$ cat config.mk
export PLATFORM = sky130hd
export DESIGN_NAME = i2c_target_responder
export DESIGN_NICKNAME = d
export VERILOG_FILES = /design/src/rtl/i2c_target_responder.sv
export SDC_FILE = /design/constraint.sdc
export NUM_CORES = 1
export LEC_CHECK = 0
export ABC_AREA = 1
export CAP_MARGIN = 10
export CORE_MARGIN = 1.5
export CORE_UTILIZATION = 35
export CTS_CLUSTER_DIAMETER = 200
export DETAILED_ROUTE_END_ITERATION = 7
export PLACE_DENSITY = 0.53
export SYNTH_ARGS = -nofsm -noshare
export SYNTH_HDL_FRONTEND = slang
export SYNTH_SLANG_ARGS = --single-unit
$ cat constraint.sdc
create_clock -name iSysClk -period 3.95 [get_ports iSysClk]
set_input_delay 0.79 -clock iSysClk [delete_from_list [all_inputs] [get_ports iSysClk]]
set_output_delay 0.79 -clock iSysClk [all_outputs]
set_load 0.05 [all_outputs]
$ cat src/rtl/i2c_target_responder.sv
// i2c_target_responder: I2C target with glitch-filtered inputs, 7-bit address match,
// register pointer and auto-incrementing register writes/reads over a local register port.
module i2c_target_responder #(
  parameter logic [6:0] pDevAdrs = 7'h50,
  parameter int         pFiltLen = 3
) (
  input  logic       iSysClk,
  input  logic       iSysRst,
  input  logic       iI2CScl,
  input  logic       iI2CSda,
  output logic       oI2CSdaOe,
  output logic [7:0] oRegAdrs,
  output logic [7:0] oRegWd,
  output logic       oRegWe,
  input  logic [7:0] iRegRd,
  output logic       oBusy
);
  localparam int CW = $clog2(pFiltLen + 1);
  localparam logic [CW-1:0] LIM = CW'(pFiltLen - 1);
  typedef enum logic [3:0] {
    IDLE, ADDR, ADDR_ACK, REG, REG_ACK, WDATA, WDATA_ACK, RDATA, RDATA_ACK, IGNORE
  } state_t;
  // index 0 = SCL, index 1 = SDA
  logic [1:0] s1_q, s2_q, f_q, f_d, chg;
  logic [1:0][CW-1:0] fcnt_q, fcnt_d;
  state_t state_q, state_d;
  logic [3:0] bit_cnt_q, bit_cnt_d;
  logic [7:0] sr_q, sr_d, ptr_q, ptr_d, wd_q, wd_d;
  logic oe_q, oe_d, we_q, we_d, busy_q, busy_d;
  logic scl_rise, scl_fall, start, stop, addr_hit;
  logic [7:0] rx_byte;
  always_comb begin
    for (int i = 0; i < 2; i++) begin
      chg[i] = s2_q[i] != f_q[i] && fcnt_q[i] == LIM;
      fcnt_d[i] = (s2_q[i] == f_q[i] || chg[i]) ? '0 : fcnt_q[i] + CW'(1);
    end
    f_d = f_q ^ chg;
  end
  assign scl_rise = chg[0] & ~f_q[0];
  assign scl_fall = chg[0] & f_q[0];
  assign start    = chg[1] & f_q[1] & f_q[0];
  assign stop     = chg[1] & ~f_q[1] & f_q[0];
  assign rx_byte  = {sr_q[6:0], f_q[1]};
  assign addr_hit = rx_byte[7:1] == pDevAdrs && |rx_byte[7:1];
  always_comb begin
    state_d   = state_q;
    bit_cnt_d = bit_cnt_q;
    sr_d      = sr_q;
    ptr_d     = ptr_q;
    oe_d      = oe_q;
    we_d      = 1'b0;
    wd_d      = wd_q;
    busy_d    = busy_q;
    if (stop) begin
      state_d   = IDLE;
      oe_d      = 1'b0;
      busy_d    = 1'b0;
      bit_cnt_d = 4'd0;
    end else if (start) begin
      state_d   = ADDR;
      oe_d      = 1'b0;
      bit_cnt_d = 4'd0;
    end else if (scl_rise) begin
      case (state_q)
        ADDR, REG, WDATA: begin
          sr_d      = rx_byte;
          bit_cnt_d = bit_cnt_q + 4'd1;
          if (bit_cnt_q == 4'd7) begin
            if (state_q == ADDR) begin
              state_d   = addr_hit ? ADDR_ACK : IGNORE;
              busy_d    = addr_hit;
              bit_cnt_d = addr_hit ? 4'd8 : 4'd0;
            end else if (state_q == REG) begin
              ptr_d   = rx_byte;
              state_d = REG_ACK;
            end else begin
              we_d    = 1'b1;
              wd_d    = rx_byte;
              ptr_d   = ptr_q + 8'd1;
              state_d = WDATA_ACK;
            end
          end
        end
        RDATA: begin
          bit_cnt_d = bit_cnt_q + 4'd1;
          ptr_d     = bit_cnt_q == 4'd7 ? ptr_q + 8'd1 : ptr_q;
        end
        RDATA_ACK: begin
          state_d   = f_q[1] ? IGNORE : RDATA_ACK;
          bit_cnt_d = f_q[1] ? bit_cnt_q : 4'd0;
        end
        default: ;
      endcase
    end else if (scl_fall) begin
      case (state_q)
        // bit_cnt 8 marks the 8th fall (start driving ACK), 0 the 9th fall (end of slot)
        ADDR_ACK, REG_ACK, WDATA_ACK: begin
          if (bit_cnt_q == 4'd8) begin
            oe_d      = 1'b1;
            bit_cnt_d = 4'd0;
          end else if (state_q == ADDR_ACK && sr_q[0]) begin
            state_d = RDATA;
            sr_d    = iRegRd;
            oe_d    = ~iRegRd[7];
          end else begin
            oe_d    = 1'b0;
            state_d = state_q == ADDR_ACK ? REG : WDATA;
          end
        end
        RDATA: begin
          state_d = bit_cnt_q == 4'd8 ? RDATA_ACK : RDATA;
          sr_d    = bit_cnt_q == 4'd8 ? sr_q : {sr_q[6:0], 1'b0};
          oe_d    = bit_cnt_q == 4'd8 ? 1'b0 : ~sr_q[6];
        end
        RDATA_ACK: begin
          if (bit_cnt_q == 4'd0) begin
            state_d = RDATA;
            sr_d    = iRegRd;
            oe_d    = ~iRegRd[7];
          end
        end
        default: ;
      endcase
    end
  end
  always_ff @(posedge iSysClk or posedge iSysRst) begin
    if (iSysRst) begin
      s1_q      <= 2'b11;
      s2_q      <= 2'b11;
      f_q       <= 2'b11;
      fcnt_q    <= '0;
      state_q   <= IDLE;
      bit_cnt_q <= 4'd0;
      sr_q      <= 8'd0;
      ptr_q     <= 8'd0;
      oe_q      <= 1'b0;
      we_q      <= 1'b0;
      wd_q      <= 8'd0;
      busy_q    <= 1'b0;
    end else begin
      s1_q      <= {iI2CSda, iI2CScl};
      s2_q      <= s1_q;
      f_q       <= f_d;
      fcnt_q    <= fcnt_d;
      state_q   <= state_d;
      bit_cnt_q <= bit_cnt_d;
      sr_q      <= sr_d;
      ptr_q     <= ptr_d;
      oe_q      <= oe_d;
      we_q      <= we_d;
      wd_q      <= wd_d;
      busy_q    <= busy_d;
    end
  end
  // pointer has already advanced during the write strobe
  assign oRegAdrs  = we_q ? ptr_q - 8'd1 : ptr_q;
  assign oRegWd    = wd_q;
  assign oRegWe    = we_q;
  assign oI2CSdaOe = oe_q;
  assign oBusy     = busy_q;
endmodule

==> flow_summary.toml <==
[floorplanning]
core_area_sq_mm = 0.00773
initial_core_util_pct = 36.2
rows = 32
io_pins = 31
fp.dieW_um = 92.4
design.die.area_sq_mm = 0.00854
die_h_um = 92.4

[sta]
holdWs_ns = 0.357
rsz0062_at_grt = "false"
finalMaxSlewViolations = 0
fin_crit_ns = 3.23
finalHoldViolCount = 0
setup_violations = 0
max_slew_margin_pct = 36.4
worst_pin_slew_ns = 0.953
setup_tns_ns = 0
fin_skew_ns = 0.0136
period_share_pct = 81.8
fmax_ghz = 0.310

[cts]
cts_max_level = 2
cts_tree = "built"
post_cts_resized = 0
postCtsSetupRepairBufs = 0
clkSlewWorstSetupHoldPaths_ns = 0.09
cts_buffer_depth = 2
root_buffer = "clkbuf_8"
tritoncts.num_buffers = 5
insertion_delay_ns = 0.31
hold_buffers = 0
cts_sinks = 44

[job]
cap_violations = 0

[synthesis]
synth_edf_count = 0
synthCells = 376
synth_nets = 394
synth_warnings = 0
synth_common_cells = "nand2_1 (107), nor2_1 (42), dfrtp_1 (38)"
yosys-top-cells-area = "dfrtp_1 (34%), nand2_1 (14%), dfstp_2 (5.6%)"
yosysSeqAreaShare_pct = 39.6
avgSynthCellArea_sq_um = 7.44
syn-cell-area_sq_mm = 0.00280
synth_most_common_cell = "nand2_1"
synth_cell_type_count = 31
synth_top_cell_by_area = "dfrtp_1"
async_flop_share_pct = 100
yosys.area.top_type_share_pct = 34.0
ys.flop_type = "dfrtp_1"
synth_seq_cells = 44

[grt]
antenna_found_initial = 0
grt-ovfl-total = 0
grt_pass1_wl_um = 11500
grt_start_max_net_pins = 45
track_usage_pct = 16.9
grt_pass1_vias = 2335

[cells_and_area]
final_nets = 428
n_antenna_cell = 0
drive_above_1_share_pct = 15.3
syn_to_final_growth_pct = 17.8
n_fill_cell = 799
finish.utilization_pct = 42.7

[setup_path]
path_cells = "nor2_1, nand3_1, nor3_1, nand2_1, nor2_1, xor2_1, clkdlybuf4s50_1"
critPathKind = "reg -> out"
endpoint_kind = "primary output"
critPathArrivalTime_ns = 2.44
critPathMaxStageDelay_ns = 0.81
critPathRequiredTime_ns = 3.16
path_buf_inv = 1
cp_common_cell = "nor2_1"
path_delay_family = "buffers and inverters"
slowest_stage = "clkdlybuf4s50_1"
cp-start-kind = "register"
path_max_fanout = 6

[placed_design]
portBuffers = 30
gp_congestion = 0.926
dp_hpwl_um = 5040

[route]
wirelength_um = 6780
drtIter0Drc = 226
wl_per_cell_um = 13.2
drc_errors = 0
vias = 2511
vias_per_cell = 4.89
antenna_left = 0
detail_route.first_pass.iterations = 5

[pwr]
power_mw = 1.49
powerDensity_mw_per_mm2 = 451
p_leak_nw = 1.58
ir_worst_vdd_uv = 329

[run_status]
outcome = "finished clean"

[worst_hold_path]
min_path_type = "reg -> reg"
-- cell families (layout without fill, tap and decap cells) --
group           Yosys count  count (layout)  share of synthesized area (%)
compound gates           55              55                           11.1
xor+xnor                  9               9                           2.82
fa+ha+maj                 6               6                           2.68
flops                    44              44                           39.6
simple gates            214             214                           36.6
mux                       1               1                          0.358
buf+inv                  47              82                           6.88
-- registers in the layout, indices dropped and copies added (netlist names), named ones only --
name and count:
oRegWd 8, ptr_q 8, s2_q 2, sr_q 7
state_q 4, oI2CSdaOe 1, bit_cnt_q 4, s1_q 2
oBusy 1, oRegWe 1, fcnt_q 4
-- metrics by stage --
step                      instances  setup WS (ns)  instance area (sq um)
after floorplan                 376           1.09                   2800
after global placement          505           1.07                   3200
after detailed placement        505           1.04                   3200
after CTS                       513          0.700                   3300
after global routing            513          0.496                   3300
final                           513          0.720                   3300
-- layout by cell type, fill, tap and decap left out, types with 3 or more instances in the layout --
cell	instances
nor2_4	6
nor2_2	6
nand2_4	6
nor3_1	3
clkdlybuf4s50_1	30
nand2_1	107
ha_1	6
dfstp_2	6
nand2_2	9
dfrtp_1	38
inv_1	33
o21ai_1	3
clkbuf_8	6
nor2_1	42
inv_2	11
a21oi_1	18
xor2_1	9
o21ai_0	21
nand3_1	28
o21ai_2	6
-- area by class of cell --
type                       count  area, sq um  area share, %
clock buffer                   6         82.6           2.50
clock inverter                 2         15.0          0.455
inverter                      44          165           5.01
multi-input combinational    285         1500           45.4
sequential                    44         1110           33.6
tap                          102          128           3.87
timing repair buffer          30          300           9.11
-- power breakdown --
| part | switching (mW) | total, mW | leakage (nW) | internal (mW) |
|---|---|---|---|---|
| Clock | 0.170 | 0.312 | 0.0434 | 0.142 |
| Combinational | 0.366 | 0.531 | 0.971 | 0.164 |
| Sequential | 0.104 | 0.645 | 0.562 | 0.541 |
-- per-layer routing --
metal | global-route usage [%] | vias up | part of all wire, %
li1 | - | 1272 | -
met1 | 24.8 | 1167 | 49
met2 | 25.6 | 66 | 45
met3 | 3.04 | 6 | 5.4
met4 | 4.49 | 0 | 1.1
met5 | 0 | - | 0
-- path summary, 6_finish.rpt --
kind,slack [ns],depth (start not counted),to,startpoint
max reg2reg,1.73,10,oRegWd[3]$_DFFE_PP0P_,fcnt_q[0]$_DFF_PP0_
max in group asynchronous,2.35,2,fcnt_q[0]$_DFF_PP0_,iSysRst
min,0.36,0,s2_q[0]$_DFF_PP1_,s1_q[0]$_DFF_PP1_
max,0.72,7,oRegAdrs[7],ptr_q[1]$_DFFE_PP0P_
min in group asynchronous,1.01,2,oRegWd[3]$_DFFE_PP0P_,iSysRst
min reg2reg,0.36,0,s2_q[0]$_DFF_PP1_,s1_q[0]$_DFF_PP1_
Power figures use the tool's default switching activity.
